File: src/rtl/imem_loader_if.sv
// Byte-stream and memory-write-port bundle for imem_loader.
// The master modport belongs to the byte source and the memory/core observer.
// The slave modport belongs to the loader itself.
interface imem_loader_if;
    logic        start;
    logic [7:0]  len_words;
    logic        byte_valid;
    logic [7:0]  byte_data;
    logic        byte_ready;
    logic        wr_en;
    logic [31:0] wr_addr;
    logic [31:0] wr_data;
    logic        core_reset;
    logic        busy;
    logic        done;
    logic        error;

    modport master (
        output start,
        output len_words,
        output byte_valid,
        output byte_data,
        input  byte_ready,
        input  wr_en,
        input  wr_addr,
        input  wr_data,
        input  core_reset,
        input  busy,
        input  done,
        input  error
    );

    modport slave (
        input  start,
        input  len_words,
        input  byte_valid,
        input  byte_data,
        output byte_ready,
        output wr_en,
        output wr_addr,
        output wr_data,
        output core_reset,
        output busy,
        output done,
        output error
    );
endinterface

File: src/rtl/imem_loader.sv
// Boot-time instruction memory loader.
// Packs a little-endian byte stream into 32-bit words and writes them to the
// instruction memory, starting at address 0, while holding the core in reset.
// The core is released only after every requested word has been written.
// Optional feature macro: IMEM_LOADER_CHECKSUM_EN. When it is defined, a trailing
// checksum byte (modulo-256 sum of all data bytes) must match before the core is released.
module imem_loader #(
    parameter int unsigned MEM_BYTES = 32
) (
    input  logic          clk,
    input  logic          reset,
    imem_loader_if.slave  bus
);

    typedef enum logic [2:0] {
        S_IDLE,
        S_LOAD,
        S_WRITE,
`ifdef IMEM_LOADER_CHECKSUM_EN
        S_CHK,
`endif
        S_DONE,
        S_ERR
    } state_t;

    state_t      r_state;
    state_t      w_state_nxt;

    logic [7:0]  r_len;
    logic [7:0]  r_word_cnt;
    logic [1:0]  r_byte_idx;
    logic [23:0] r_word_lo;
    logic [31:0] r_wr_addr;
    logic [31:0] r_wr_data;
`ifdef IMEM_LOADER_CHECKSUM_EN
    logic [7:0]  r_sum;
`endif

    logic        w_byte_ready;
    logic        w_wr_en;
    logic        w_busy;
    logic        w_done;
    logic        w_error;
    logic        w_core_reset;
    logic        w_xfer;
    logic        w_can_start;
    logic        w_len_bad;
    logic        w_last_word;
    logic [31:0] w_len_bytes;

    assign w_xfer      = bus.byte_valid && w_byte_ready;
    assign w_len_bytes = {22'd0, bus.len_words, 2'b00};
    assign w_len_bad   = (bus.len_words == 8'd0) || (w_len_bytes > MEM_BYTES);
    assign w_can_start = bus.start &&
                         ((r_state == S_IDLE) || (r_state == S_DONE) || (r_state == S_ERR));
    assign w_last_word = ((r_word_cnt + 8'd1) == r_len);

    // State register
    always_ff @(posedge clk) begin
        if (reset) begin
            r_state <= S_IDLE;
        end else begin
            r_state <= w_state_nxt;
        end
    end

    // Next-state selection and state-decoded outputs
    always_comb begin
        w_state_nxt  = r_state;
        w_byte_ready = 1'b0;
        w_wr_en      = 1'b0;
        w_busy       = 1'b0;
        w_done       = 1'b0;
        w_error      = 1'b0;
        w_core_reset = 1'b1;
        case (r_state)
            S_IDLE, S_DONE, S_ERR: begin
                w_done       = (r_state == S_DONE);
                w_error      = (r_state == S_ERR);
                w_core_reset = (r_state != S_DONE);
                if (w_can_start) begin
                    w_state_nxt = w_len_bad ? S_ERR : S_LOAD;
                end
            end
            S_LOAD: begin
                w_busy       = 1'b1;
                w_byte_ready = 1'b1;
                if (w_xfer && (r_byte_idx == 2'd3)) begin
                    w_state_nxt = S_WRITE;
                end
            end
            S_WRITE: begin
                w_busy  = 1'b1;
                w_wr_en = 1'b1;
                if (w_last_word) begin
`ifdef IMEM_LOADER_CHECKSUM_EN
                    w_state_nxt = S_CHK;
`else
                    w_state_nxt = S_DONE;
`endif
                end else begin
                    w_state_nxt = S_LOAD;
                end
            end
`ifdef IMEM_LOADER_CHECKSUM_EN
            S_CHK: begin
                w_busy       = 1'b1;
                w_byte_ready = 1'b1;
                if (w_xfer) begin
                    w_state_nxt = (bus.byte_data == r_sum) ? S_DONE : S_ERR;
                end
            end
`endif
            default: begin
                w_state_nxt = S_IDLE;
            end
        endcase
    end

    // Byte packing, word counting and the held write address/data.
    // The fourth byte goes straight into the write-data register so the
    // word is presented during the single WRITE cycle and held afterwards.
    always_ff @(posedge clk) begin
        if (reset) begin
            r_len      <= '0;
            r_word_cnt <= '0;
            r_byte_idx <= '0;
            r_word_lo  <= '0;
            r_wr_addr  <= '0;
            r_wr_data  <= '0;
`ifdef IMEM_LOADER_CHECKSUM_EN
            r_sum      <= '0;
`endif
        end else begin
            if (w_can_start && !w_len_bad) begin
                r_len      <= bus.len_words;
                r_word_cnt <= '0;
                r_byte_idx <= '0;
`ifdef IMEM_LOADER_CHECKSUM_EN
                r_sum      <= '0;
`endif
            end
            if ((r_state == S_LOAD) && w_xfer) begin
                r_byte_idx <= r_byte_idx + 2'd1;
`ifdef IMEM_LOADER_CHECKSUM_EN
                r_sum      <= r_sum + bus.byte_data;
`endif
                case (r_byte_idx)
                    2'd0: r_word_lo[7:0]   <= bus.byte_data;
                    2'd1: r_word_lo[15:8]  <= bus.byte_data;
                    2'd2: r_word_lo[23:16] <= bus.byte_data;
                    default: begin
                        r_wr_data <= {bus.byte_data, r_word_lo};
                        r_wr_addr <= {22'd0, r_word_cnt, 2'b00};
                    end
                endcase
            end
            if (r_state == S_WRITE) begin
                r_word_cnt <= r_word_cnt + 8'd1;
            end
        end
    end

    assign bus.byte_ready = w_byte_ready;
    assign bus.wr_en      = w_wr_en;
    assign bus.wr_addr    = r_wr_addr;
    assign bus.wr_data    = r_wr_data;
    assign bus.core_reset = w_core_reset;
    assign bus.busy       = w_busy;
    assign bus.done       = w_done;
    assign bus.error      = w_error;

endmodule

File: src/flat_wrapper.sv
// flat-port wrapper written by rule: the top's interface ports become plain ports
module imem_loader_flat 
#(
    parameter int unsigned MEM_BYTES = 32
)
  (clk, reset, bus_start, bus_len_words, bus_byte_valid, bus_byte_data, bus_byte_ready, bus_wr_en, bus_wr_addr, bus_wr_data, bus_core_reset, bus_busy, bus_done, bus_error);
  imem_loader_if bus_i ();
  input  logic clk;
  input  logic reset;
  input wire logic [$bits(bus_i.start)-1:0] bus_start;
  input wire logic [$bits(bus_i.len_words)-1:0] bus_len_words;
  input wire logic [$bits(bus_i.byte_valid)-1:0] bus_byte_valid;
  input wire logic [$bits(bus_i.byte_data)-1:0] bus_byte_data;
  output wire logic [$bits(bus_i.byte_ready)-1:0] bus_byte_ready;
  output wire logic [$bits(bus_i.wr_en)-1:0] bus_wr_en;
  output wire logic [$bits(bus_i.wr_addr)-1:0] bus_wr_addr;
  output wire logic [$bits(bus_i.wr_data)-1:0] bus_wr_data;
  output wire logic [$bits(bus_i.core_reset)-1:0] bus_core_reset;
  output wire logic [$bits(bus_i.busy)-1:0] bus_busy;
  output wire logic [$bits(bus_i.done)-1:0] bus_done;
  output wire logic [$bits(bus_i.error)-1:0] bus_error;
  assign bus_i.start = bus_start;
  assign bus_i.len_words = bus_len_words;
  assign bus_i.byte_valid = bus_byte_valid;
  assign bus_i.byte_data = bus_byte_data;
  assign bus_byte_ready = bus_i.byte_ready;
  assign bus_wr_en = bus_i.wr_en;
  assign bus_wr_addr = bus_i.wr_addr;
  assign bus_wr_data = bus_i.wr_data;
  assign bus_core_reset = bus_i.core_reset;
  assign bus_busy = bus_i.busy;
  assign bus_done = bus_i.done;
  assign bus_error = bus_i.error;
  imem_loader #(.MEM_BYTES(MEM_BYTES)) u_core (.clk(clk), .reset(reset), .bus(bus_i));
endmodule
File: config.mk
export PLATFORM = sky130hd
export DESIGN_NAME = imem_loader_flat
export DESIGN_NICKNAME = d
export VERILOG_FILES = /design/src/rtl/imem_loader_if.sv /design/src/rtl/imem_loader.sv /design/src/flat_wrapper.sv
export SDC_FILE = /design/constraint.sdc
export NUM_CORES = 1
export LEC_CHECK = 0
export ABC_CLOCK_PERIOD_IN_PS = 4450
export CAP_MARGIN = 20
export CORE_AREA = 2 2 85 87
export CTS_BUF_LIST = sky130_fd_sc_hd__clkbuf_8
export CTS_CLUSTER_DIAMETER = 80
export CTS_CLUSTER_SIZE = 30
export DETAILED_ROUTE_END_ITERATION = 12
export DIE_AREA = 0 0 87 89
export GPL_ROUTABILITY_DRIVEN = 0
export PLACE_DENSITY = 0.92
export SKIP_LAST_GASP = 1
export SLEW_MARGIN = 20
export SYNTH_ARGS = -nofsm -noshare
export SYNTH_HDL_FRONTEND = slang
export SYNTH_SLANG_ARGS = --single-unit
File: constraint.sdc
create_clock -name clk -period 4.45 [get_ports clk]
set_input_delay 0.89 -clock clk [delete_from_list [all_inputs] [get_ports clk]]
set_output_delay 0.89 -clock clk [all_outputs]
set_load 0.02 [all_outputs]
# After elaboration in Yosys (flattened, before gate mapping)
# Cells that the tools add are included.
[classes]
n_addsub = 2
order_cmp = 1
eq_ne = 11
muxes = 15
bitwise_logic = 1
n_reduce_logical = 22
[ops]
columns = ["cell", "count"]
rows = [
  ["2-to-1 mux 8 bit", 2],
  ["> comparator 10 x 6 -> 1 bit (second input constant)", 1],
  ["AND reduction 2 bit", 5],
  ["2-to-1 mux 3 bit", 3],
  ["case mux 3 bit (3 select lines)", 1],
  ["adder 8 x 1 -> 8 bit (second input constant)", 1],
  ["equality test 8 bit", 1],
  ["zero test 8 bit", 1],
  ["equality test 3 x 2 -> 1 bit (second input constant)", 2],
  ["2-to-1 mux 1 bit", 6],
  ["2-to-1 mux 2 bit", 3],
  ["OR reduction 3 bit", 2],
  ["logical AND 1 bit", 5],
  ["equality test 2 bit (second input constant)", 2],
  ["!= test 2 x 1 -> 1 bit (second input constant)", 2],
  ["nonzero test 2 bit", 2],
  ["equality test 3 x 1 -> 1 bit (second input constant)", 1],
  ["equality test 3 bit (second input constant)", 1],
  ["zero test 3 bit", 1],
  ["logical OR 1 bit", 3],
  ["!= test 3 x 2 -> 1 bit (second input constant)", 1],
  ["adder 2 x 1 -> 2 bit (second input constant)", 1],
  ["equality test 2 x 1 -> 1 bit (second input constant)", 1],
  ["zero test 2 bit", 1],
  ["other kinds (3)", 3],
]
[totals]
ff_bits = 85
inputBits = 20
out_inout_bits = 70
elab_cells = 61

# Longest topological paths before layout
# Gate-level depths: netlist of the first run.
[depth]
ltp_word = 7
mapped_depth = 7
depth_no_buf = 7

# Least setup slack after synthesis of the first run
# No wires, ideal clock.
[synth_path]
path_kind = "register -> output"
from = "reg u_core.r_state[1]"
to = "out bus_busy"
t_arrival_ps = 1280
setup_slack_ps = 2280
path_stages_with_launch = 7
path_buffers = 3
path_cell_list = "dfxtp_1 -> buf_4 -> or3b_1 -> buf_6 -> clkinv_2 -> buf_6 -> or2_2"
[synth_between]
elab_chain_cells = 3
word_cells_on_any_way = 4
cone_classes = "2 x eq/ne; 1 x mux; 1 x reduce/logical"
[synth_lines]
columns = ["item", "line_no", "rtl"]
rows = [
  ["start: declaration", "imem_loader.sv:26", "state_t r_state;"],
  ["start signal: assignment", "imem_loader.sv:63", "r_state <= w_state_nxt;"],
  ["equality test 3 x 2 -> 1 bit or equality test 3 x 1 -> 1 bit (tied branches)", "imem_loader.sv:76", "case (r_state)"],
  ["OR reduction 2 bit (no source line) (*)", "--", ""],
  ["2-to-1 mux 1 bit (*)", "imem_loader.sv:76", ""],
  ["end: declaration", "flat_wrapper.sv:19", "output wire logic [$bits(bus_i.busy)-1:0] bus_busy;"],
]
# Every way passes the cells marked *; elsewhere a longest branch is shown, timed or not.

# Final worst setup path of the first run
# Ends and elaborated chain as after synthesis.

==> results of run 1 <==
state kept, by name, indices dropped and copies added (netlist names):
register	cells
u_core.bus.wr_data	32
u_core.r_word_lo	24
u_core.r_state	3
u_core.r_len	8
u_core.bus.wr_addr	8
u_core.r_byte_idx	2
u_core.r_word_cnt	8
routing by layer:
metal,vias to the layer above,share of wire
li1,1581,-
met1,1454,0.41
met2,104,0.52
met3,12,0.054
met4,0,0.014
met5,-,0
cell families after synthesis:
kind of cell / after synthesis
AO/OA/AOI/OAI: 98
XOR/XNOR: 10
adder cells (fa/ha/maj): 5
buffers and inverters: 58
flip-flops: 85
multiplexers: 1
other: 1
AND/OR/NAND/NOR: 201
where the power goes:
part	internal [mW]	switching, mW	total [mW]
Combinational	0.0458	0.0838	0.130
Clock	0.260	0.282	0.541
Sequential	0.767	0.00957	0.777
final timing paths:
path | start | end | slack, ns | depth (start not counted)
worst max-delay path | u_core.r_state[1]$_SDFFE_PP0P_ | bus_busy | 1.24 | 4
worst min register to register | u_core.r_word_lo[21]$_SDFFE_PP0P_ | u_core.bus.wr_data[21]$_SDFFE_PP0P_ | 0.46 | 2
worst min-delay path | u_core.r_word_lo[21]$_SDFFE_PP0P_ | u_core.bus.wr_data[21]$_SDFFE_PP0P_ | 0.46 | 2
worst max register to register | u_core.r_state[0]$_SDFFE_PP0P_ | u_core.bus.wr_addr[7]$_SDFFE_PP0P_ | 2.16 | 7
worst max-delay path, cell delays in order, from the launching register on:
cell,delay [ns]
dfxtp_1,0.47
or3b_1,0.54
clkinv_2,0.21
or2_2,0.15
clkdlybuf4s50_1,0.60
Yosys cell counts (2+ instances only):
library cell | count | share of area
a21oi_1 | 78 | 0.11
a311oi_1 | 4 | 0.0096
a31oi_1 | 2 | 0.0034
and2_1 | 7 | 0.012
and3_1 | 3 | 0.0051
buf_2 | 6 | 0.0082
buf_4 | 28 | 0.057
buf_6 | 2 | 0.0062
clkbuf_1 | 18 | 0.018
dfxtp_1 | 85 | 0.46
ha_1 | 5 | 0.017
inv_1 | 2 | 0.0021
nand2_1 | 128 | 0.13
nand2b_1 | 3 | 0.0051
nand3_1 | 30 | 0.041
nand3b_1 | 2 | 0.0041
nand4_1 | 2 | 0.0034
nor2_1 | 12 | 0.012
nor3_1 | 2 | 0.0027
o21ai_0 | 3 | 0.0041
o21ai_1 | 2 | 0.0027
xnor2_1 | 6 | 0.014
xor2_1 | 4 | 0.0096
area by class of cell:
type | count | area (um2)
clock buffers | 9 | 124
clock inverters | 6 | 70.1
fillers | 573 | 2330
inverters | 4 | 16.3
multi-input cells | 339 | 1700
flip-flops and latches | 85 | 1700
well taps | 80 | 100
repair buffers | 69 | 676
per-stage QoR:
stage               instance area [um2]  total power, mW  std cells   util  worst slack [ns]
floorplan                          3750            0.898        482      -              2.28
global placement                   4190            0.919        577  0.624              1.55
detailed placement                 4190            0.923        577  0.624              1.48
CTS                                4390             1.45        592  0.653              1.24
global route                       4390             1.51        592  0.653              1.16
finish                             4390             1.45        592  0.653              1.24
cells in the final DEF, fill, tap and decap left out, types with 2 or more instances in the layout:
master           synthesis  layout
and2_1                   7       7
o21ai_0                  3       3
inv_1                    2       2
nor2_1                  12      12
dfxtp_1                 85      85
and3_1                   3       3
inv_6                    0       2
o21ai_1                  2       2
nand4_1                  2       2
clkbuf_8                 0       9
a311oi_1                 4       4
nor3_1                   2       2
xor2_1                   4       4
xnor2_1                  6       6
a21oi_1                 78      78
nand2_1                128     128
buf_4                   28       4
clkinvlp_4               0       3
ha_1                     5       5
conb_1                   1      24
nand2b_1                 3       3
clkdlybuf4s50_1          0      64
nand3_1                 30      30
nand3b_1                 2       2
a31oi_1                  2       2
==> results.yml, run 1 <==
run_status:
  outcome: "finished, final reports clean"
sta:
  layout_min_cycle_time_ns: 3.21
  finalHoldViolCount: 0
  min_period_over_period: 0.720
  rsz0062_at_grt: "false"
  setup_tns_ns: 0
  max_freq_mhz: 312
  finClkSkew_ns: 0.0113
  fin_hold_ws_ns: 0.457
  setup_violations: 0
  finalMaxSlewViolations: 0
  relSlewSlack: 0.490
  worst_slew_pin_slew_ns: 0.766
cells_and_area:
  area_growth_pct: 19.8
  n_antenna_cell: 0
  drive_gt1_frac: 0.0586
  fin_nets: 533
logic_synthesis:
  synth_ff_type: "dfxtp_1"
  synth.distinct_cells: 48
  yosysSeqAreaShare: 0.465
  synth_mux_area_frac: 0.00274
  synth_xor_area_frac: 0.0239
  yosys_register_bits: 85
  postSynth.asyncResetShare: 0
  synth_top_family_by_area: "simple AND/OR/NAND/NOR gates"
  synth_edf_count: 0
  synth_fa_ha_area_frac: 0.0171
  syn_area_per_cell_um2: 7.97
  yosys_warnings: 0
  synth_area_mm2: 0.00366
  yosys.area_share.simple: 0.249
  synth_compound_area_frac: 0.147
  syn_inst: 459
clock_network:
  cts.htree.levels: 3
  clock_path_buffers: 2
  postCtsHoldBufs: 0
  cts-root-buf: "clkbuf_8"
  post_cts_buffers: 0
  cts_tree: "done"
  numCtsBuffers: 9
  clkTransAtPathRegs_ns: 0.08
  clk_latency_ns: 0.36
  cts_resized: 0
  cts_num_sinks: 85
run:
  drv.max_cap_violation_count: 0
power_and_ir_drop:
  power.density_mw_per_mm2: 330
  p_leak_nw: 1.49
  vdd_drop_max_mv: 0.206
global_routing:
  grt_util_all_layers: 0.211
  globalRoute.busiestLayer: "met2"
  grtUsageMet2: 0.378
  grt_pass1_vias: 2941
  grt_overflow: 0
  grt_max_degree: 44
  antenna_found_initial: 0
  grt_pass1_wl_mm: 13.0
  use_met1: 0.242
  grt_util_met3: 0.0646
floorplan:
  die_h_um: 89
  start_util: 0.545
  core_area_mm2: 0.00672
  die_w_um: 87
  die-area_mm2: 0.00774
  io_pins: 90
  num_rows: 30
route:
  avgViaCountPerCell: 5.32
  drtIter0Drc: 210
  antenna_left: 0
  drc: 0
  wirelength_mm: 7.85
  vias: 3151
  wl_per_cell_um: 13.3
  drt_first_pass_iters: 5
setup_path:
  setup.worst_path.start_class: "register"
  endpoint_kind: "output pin"
  critPathMaxFanout: 13
  cp_data_arrival_time_ns: 2.32
  crit_type: "register to output pin"
  worstPathRequired_ns: 3.56
place:
  dp_hpwl_mm: 5.65
  portBuffers: 65
hold_path:
  min_path_type: "register to register"
(Power assumes the default switching activity.)
==> run 2: changes to the inputs <==
- ABC_CLOCK_PERIOD_IN_PS: 4450 -> 2900
- CORE_AREA: 2 2 85 87 -> 2 2 93 95
- DIE_AREA: 0 0 87 89 -> 0 0 95 97
- PLACE_DENSITY: 0.92 -> 0.82
- clock period: 4.45 -> 2.9 ns (I/O delays scaled with it)
==> results.yml, run 2 (same netlist as run 1, synthesis figures left out) <==
cells_and_area:
  final_cell_area_mm2: 0.00447
  n_antenna_cell: 0
  largest_reg_flops: 32
  area_growth_pct: 22.2
  final_cell_mix: "128 x nand2_1, 85 x dfxtp_1, 78 x a21oi_1"
  fin_util: 0.550
  layout_commonest_cell: "nand2_1"
  fin_nets: 535
  drive_gt1_frac: 0.0660
floorplan:
  die-area_mm2: 0.00922
  core_area_mm2: 0.00813
  num_rows: 33
  io_pins: 90
  start_util: 0.450
  die_h_um: 97
  die_w_um: 95
clock_network:
  cts_tree: "done"
  postCtsHoldBufs: 0
  clock_path_buffers: 2
  cts-root-buf: "clkbuf_8"
  cts_num_sinks: 85
  cts.htree.levels: 3
  clkTransAtPathRegs_ns: 0.09
  clk_latency_ns: 0.34
  numCtsBuffers: 9
power_and_ir_drop:
  p_leak_nw: 1.51
  vdd_drop_max_mv: 0.263
  power.density_mw_per_mm2: 504
route:
  drc: 0
  vias: 3144
  drtIter0Drc: 126
  antenna_left: 0
  wl_per_cell_um: 12.9
  wirelength_mm: 8.02
  drt_first_pass_iters: 6
  avgViaCountPerCell: 5.07
setup_path:
  critPathMaxFanout: 13
  endpoint_kind: "output pin"
  setup.worst_path.start_class: "register"
  cp_data_arrival_time_ns: 2.18
  crit_type: "register to output pin"
  worstPathRequired_ns: 2.32
sta:
  layout_min_cycle_time_ns: 2.76
  fin_hold_ws_ns: 0.456
  max_freq_mhz: 362
  finClkSkew_ns: 0.00985
  worst_slew_pin_slew_ns: 0.848
  finalMaxSlewViolations: 0
  min_period_over_period: 0.952
  finalHoldViolCount: 0
  rsz0062_at_grt: "false"
  relSlewSlack: 0.435
  setup_tns_ns: 0
  setup_violations: 0
run:
  drv.max_cap_violation_count: 0
place:
  dpl-instance-area_mm2: 0.00426
  portBuffers: 65
  dp_hpwl_mm: 5.88
global_routing:
  grt_max_degree: 49
  antenna_found_initial: 0
  grt_pass1_vias: 2907
  grt_util_all_layers: 0.176
  grt_pass1_wl_mm: 13.2
  grt_overflow: 0
run_status:
  outcome: "finished, final reports clean"
hold_path:
  min_path_type: "register to register"
## run 2: cell count changes in the layout (fill, tap and decap cells not counted), sizes merged
cell,before,now
clkinv,1,2
buf,5,7
## run 2: area by class of cell
cell class	count	area (um2)
Fill cell	773	3660
Clock buffer	9	124
Clock inverter	7	81.3
Timing Repair Buffer	71	716
Sequential cell	85	1700
Multi-Input combinational cell	339	1700
Inverter	4	16.3
Tap cell	105	131
## run 2: worst paths after layout
check	slack, ns	cells after the start	end	start
setup / recovery	0.14	4	bus_busy	u_core.r_state[1]$_SDFFE_PP0P_
hold / removal	0.46	2	u_core.bus.wr_data[22]$_SDFFE_PP0P_	u_core.r_word_lo[22]$_SDFFE_PP0P_
setup reg to reg	0.95	6	u_core.bus.wr_data[16]$_SDFFE_PP0P_	u_core.r_state[0]$_SDFFE_PP0P_
hold reg to reg	0.46	2	u_core.bus.wr_data[22]$_SDFFE_PP0P_	u_core.r_word_lo[22]$_SDFFE_PP0P_
## run 2: where the power goes
part           internal [mW]  switching, mW
registers               1.18         0.0146
logic                 0.0744          0.131
clock network          0.408          0.446
## run 2: stage by stage
| stage | total power [mW] | std cells | setup WS [ns] |
|---|---|---|---|
| floorplan | 1.38 | 482 | 1.04 |
| global placement | 1.42 | 604 | 0.462 |
| detailed placement | 1.42 | 604 | 0.401 |
| CTS | 2.27 | 620 | 0.0221 |
| global route | 2.33 | 620 | 0.0166 |
| finish | 2.25 | 620 | 0.138 |
## run 2: metal layers
metal / GRT usage / vias up / share of wire
li1: - / 1581 / -
met1: 0.213 / 1476 / 0.43
met2: 0.310 / 79 / 0.52
met3: 0.0358 / 8 / 0.045
met4: 0.0513 / 0 / 0.0081
met5: 0 / - / 0
## run 2: timing repair
action	CTS	global route
setup endpoints to repair	0	1
buffers inserted	0	0
resized for setup	0	1
## run 2: critical path, stage by stage (launching register included)
cell and delay [ns]:
dfxtp_1 0.47, or3b_4 0.48, clkinv_2 0.16, or2_2 0.13, clkdlybuf4s50_1 0.59
